<file path="src/rtl/gray_binary.sv">
// Registered Gray<->binary converter with a Gray-stream step monitor.
// One word per valid cycle, 1-cycle latency, no backpressure.
module gray_binary #(
  parameter int WIDTH = 3
) (
  input  logic             clk,
  input  logic             rst_n,
  input  logic             in_valid,
  input  logic             mode,
  input  logic [WIDTH-1:0] g,
  output logic [WIDTH-1:0] b,
  output logic             out_valid,
  output logic             step_up,
  output logic             step_dn,
  output logic             step_err
);

  typedef struct packed {
    logic [WIDTH-1:0] b;
    logic             vld;
    logic             up;
    logic             dn;
    logic             err;
  } rsp_t;

  rsp_t             rsp_q, rsp_d;
  logic [WIDTH-1:0] prev_g, g_bin, prev_bin, prev_inc, g_gray, diff;
  logic             hist_vld, one_bit, multi_bit;

  // Each binary bit is the XOR of all Gray bits at or above it.
  for (genvar i = 0; i < WIDTH; i++) begin : g_g2b
    assign g_bin[i]    = ^g[WIDTH-1:i];
    assign prev_bin[i] = ^prev_g[WIDTH-1:i];
  end

  assign g_gray    = g ^ (g >> 1);
  assign prev_inc  = prev_bin + WIDTH'(1);
  assign diff      = g ^ prev_g;
  // Clearing the lowest set bit leaves something only if >1 bit changed.
  assign multi_bit = |(diff & (diff - WIDTH'(1)));
  assign one_bit   = |diff && !multi_bit;

  always_comb begin
    rsp_d     = rsp_q;
    rsp_d.vld = 1'b0;
    rsp_d.up  = 1'b0;
    rsp_d.dn  = 1'b0;
    rsp_d.err = 1'b0;
    if (in_valid) begin
      rsp_d.vld = 1'b1;
      rsp_d.b   = mode ? g_gray : g_bin;
      if (!mode && hist_vld) begin
        rsp_d.err = multi_bit;
        rsp_d.up  = one_bit && (g_bin == prev_inc);
        rsp_d.dn  = one_bit && (g_bin != prev_inc);
      end
    end
  end

  always_ff @(posedge clk) begin
    if (!rst_n) begin
      rsp_q    <= '0;
      prev_g   <= '0;
      hist_vld <= 1'b0;
    end else begin
      rsp_q <= rsp_d;
      if (in_valid) begin
        if (mode) begin
          hist_vld <= 1'b0;
        end else begin
          prev_g   <= g;
          hist_vld <= 1'b1;
        end
      end
    end
  end

  assign b         = rsp_q.b;
  assign out_valid = rsp_q.vld;
  assign step_up   = rsp_q.up;
  assign step_dn   = rsp_q.dn;
  assign step_err  = rsp_q.err;

endmodule

</file>
<file path="config.mk">
export PLATFORM = sky130hd
export DESIGN_NAME = gray_binary
export DESIGN_NICKNAME = d
export VERILOG_FILES = /design/src/rtl/gray_binary.sv
export SDC_FILE = /design/constraint.sdc
export NUM_CORES = 1
export LEC_CHECK = 0
export BUFFER_PORTS_ARGS = -buffer_cell sky130_fd_sc_hd__buf_2
export CORE_AREA = 2 2 39 41
export CTS_CLUSTER_SIZE = 28
export DETAILED_ROUTE_END_ITERATION = 10
export DIE_AREA = 0 0 41 43
export PLACE_DENSITY = 0.67
export SLEW_MARGIN = 25
export SYNTH_ARGS = -nofsm -noshare
export SYNTH_HDL_FRONTEND = slang
export SYNTH_SLANG_ARGS = --single-unit
export TNS_END_PERCENT = 50
</file>
<file path="constraint.sdc">
create_clock -name clk -period 3.05 [get_ports clk]
set_input_delay 0.1525 -clock clk [delete_from_list [all_inputs] [get_ports clk]]
set_output_delay 0.1525 -clock clk [all_outputs]
set_load 0.01 [all_outputs]
</file>
==> impl_metrics.json <==
{
  "cts_hold_buf": 0,
  "post_cts_buffers": 0,
  "die-area_um2": 1760,
  "fin_crit_sh_pct": 39.3,
  "crit_type": "flop to flop",
  "rows": 14,
  "num_io_pins": 14,
  "grt_antenna_before_repair": 0,
  "p_total_mw": 0.306,
  "rsz0062_at_grt": "false",
  "syn-num-nets": 67,
  "grt_max_degree": 11,
  "cp_max_fo": 8,
  "path_cells": "xnor2_1 > maj3_2 > nand3_1 > nor2_1",
  "clkTransAtPathRegs_ns": 0.07,
  "port_buffers": 13,
  "first_iter_violations": 2,
  "drv_slew": 0,
  "drc": 0,
  "die_w_um": 41,
  "yosysSeqAreaShare_pct": 38.0,
  "post_cts_resized": 0,
  "cp.required_ns": 3.21,
  "areaGrowthSynthToFinish_pct": 13.2,
  "syn_inst": 60,
  "synth-seq-cells": 11,
  "syn_area_per_cell_um2": 9.66,
  "max_freq_ghz": 0.835,
  "syn-cell-area_um2": 579,
  "status": "finished clean",
  "nNetsFinal": 79,
  "grt_overflow_total": 0,
  "skew_ns": 0.00141,
  "layout-drive-gt1-share_pct": 25.4,
  "fin_setup_tns_ns": 0,
  "finalWirelength_um": 945,
  "cp.buffers_inverters": 0,
  "viasPerCell": 5.00,
  "ant_nets": 0,
  "htreeDepth": 1,
  "p_leak_nw": 0.284,
  "setup_viol_count_final": 0,
  "gp_congestion": 0.739,
  "cp.arrival_ns": 1.36,
  "p_per_area_nw_per_um2": 466,
  "firstDrtPassIters": 4,
  "clk_latency_ns": 0.26,
  "yosys.area.top_type": "dfxtp_1",
  "max_slew_margin_pct": 80.8,
  "grt_pass1_wl_mm": 1.70,
  "cts_buffers": 3,
  "holdCritPathClass": "primary input to flop",
  "critical_path.max_stage_delay_ns": 0.48,
  "core-area_um2": 1380,
  "synth_top_area_share_pct": 38.0,
  "grt_pass1_vias": 398,
  "clockBufferDepth": 2,
  "diodes": 0,
  "max_slew.worst_pin.slew_ns": 0.284,
  "tritoncts": "done",
  "synth_area_leaders": "dfxtp_1 38%, xnor2_1 9.1%, mux2i_1 8.6%, nor2b_1 8.6%, buf_2 3.5%",
  "yosys_warnings": 0,
  "max_cap_viol_count": 0,
  "root_buffer": "clkbuf_4",
  "crit_family": "flip-flops",
  "wl_per_cell_um": 10.9,
  "hold_viol_final": 0,
  "fin_crit_ns": 1.20,
  "start_kind": "flop",
  "ir_worst_vdd_uv": 243,
  "via_count": 435,
  "start_util_pct": 41.9,
  "cpMaxStageDelayCell": "dfxtp_1",
  "grt_usage_pct": 14.4,
  "ys_types": 26,
  "end_kind": "flop",
  "fp.dieH_um": 43,
  "cts_sinks": 11
}
[metrics by stage]
| stage | hold WS (ns) | area [µm²] | setup slack [ns] | std cells | util (%) |
|---|---|---|---|---|---|
| 2_1_floorplan | 0.280 | 579 | 1.90 | 60 | - |
| 3_3_place_gp | 0.446 | 629 | 1.87 | 83 | 45.5 |
| 3_5_place_dp | 0.460 | 629 | 1.85 | 83 | 45.5 |
| 4_1_cts | 0.171 | 656 | 1.84 | 87 | 47.4 |
| 5_1_grt | 0.164 | 656 | 1.68 | 87 | 47.4 |
| 6_report | 0.180 | 656 | 1.85 | 87 | 47.4 |
[cell usage after synthesis]
cell       count
a21oi_1        1
a22oi_1        1
and2_1         1
and2b_1        1
and3_1         1
and3b_1        1
buf_2          4
buf_4          2
dfxtp_1       11
inv_1          1
maj3_2         1
mux2i_1        5
nand2_1        3
nand3_1        2
nand3b_1       1
nand4b_1       1
nor2_1         1
nor2b_1        8
nor4_1         1
nor4b_2        1
o211a_1        2
o22ai_1        1
o2bb2ai_1      1
o41ai_1        1
xnor2_1        6
xor2_1         1
[power breakdown]
group | internal [mW] | leakage (nW) | switching, mW | total [mW]
Sequential | 0.151 | 0.0902 | 0.00594 | 0.156
Clock | 0.0506 | 0.0150 | 0.0489 | 0.0994
Combinational | 0.0255 | 0.179 | 0.0244 | 0.0499
Total | 0.227 | 0.284 | 0.0792 | 0.306
[final cells by class]
type / instances / area [µm²]
Fill cell: 142 / 728
Multi-Input combinational cell: 42 / 320
Sequential cell: 11 / 220
Timing Repair Buffer: 13 / 65.1
Clock buffer: 4 / 26.3
Tap cell: 16 / 20.0
Inverter: 1 / 3.75
[worst min-delay path, cell delays in order]
cell	delay, ns
buf_2	0.10
nand2_1	0.06
o211a_1	0.10
[cells in the final DEF (no fill, tap or decap)]
master and count:
nand2_1 3, o2bb2ai_1 1, nand4b_1 1, nor4b_2 1, inv_1 1, and3b_1 1, clkbuf_4 3, mux2i_1 5
nand3b_1 1, nor4_1 1, dfxtp_1 11, a21oi_1 1, nor2_1 1, xnor2_1 6, clkbuf_1 1, and2b_1 1
o211a_1 2, nor2b_1 8, xor2_1 1, o22ai_1 1, and3_1 1, nand3_1 2, maj3_2 1, o41ai_1 1
and2_1 1, a22oi_1 1, buf_2 13
[registers in the layout (all words and copies together) (netlist names)]
signal     flops
b              3
prev_g         3
hist_vld       1
out_valid      1
step_dn        1
step_err       1
step_up        1
[layer usage]
metal	GRT usage (%)	wire length [µm]	vias up
met5	0	0	-
met4	8.00	0	0
met3	4.71	51	0
met2	20.3	462	10
met1	18.4	431	199
li1	-	-	226
[final timing paths]
kind / start / end / cells after the start / slack (ns)
setup / recovery: prev_g[0] / step_up / 4 / 1.85
hold / removal: mode / hist_vld / 3 / 0.18
setup reg to reg: prev_g[0] / step_up / 4 / 1.85
hold reg to reg: hist_vld / hist_vld / 1 / 0.48
[logic make-up (layout without fill, tap and decap cells)]
| family | after synthesis | after routing | synth area share [%] |
|---|---|---|---|
| fa+ha+maj | 1 | 1 | 1.94 |
| buf+inv | 7 | 18 | 6.69 |
| simple gates | 22 | 22 | 24.4 |
| compound gates | 7 | 7 | 9.72 |
| flops | 11 | 11 | 38.0 |
| mux | 5 | 5 | 8.64 |
| xor+xnor | 7 | 7 | 10.6 |
No activity file was read; power rests on OpenSTA's default activity.
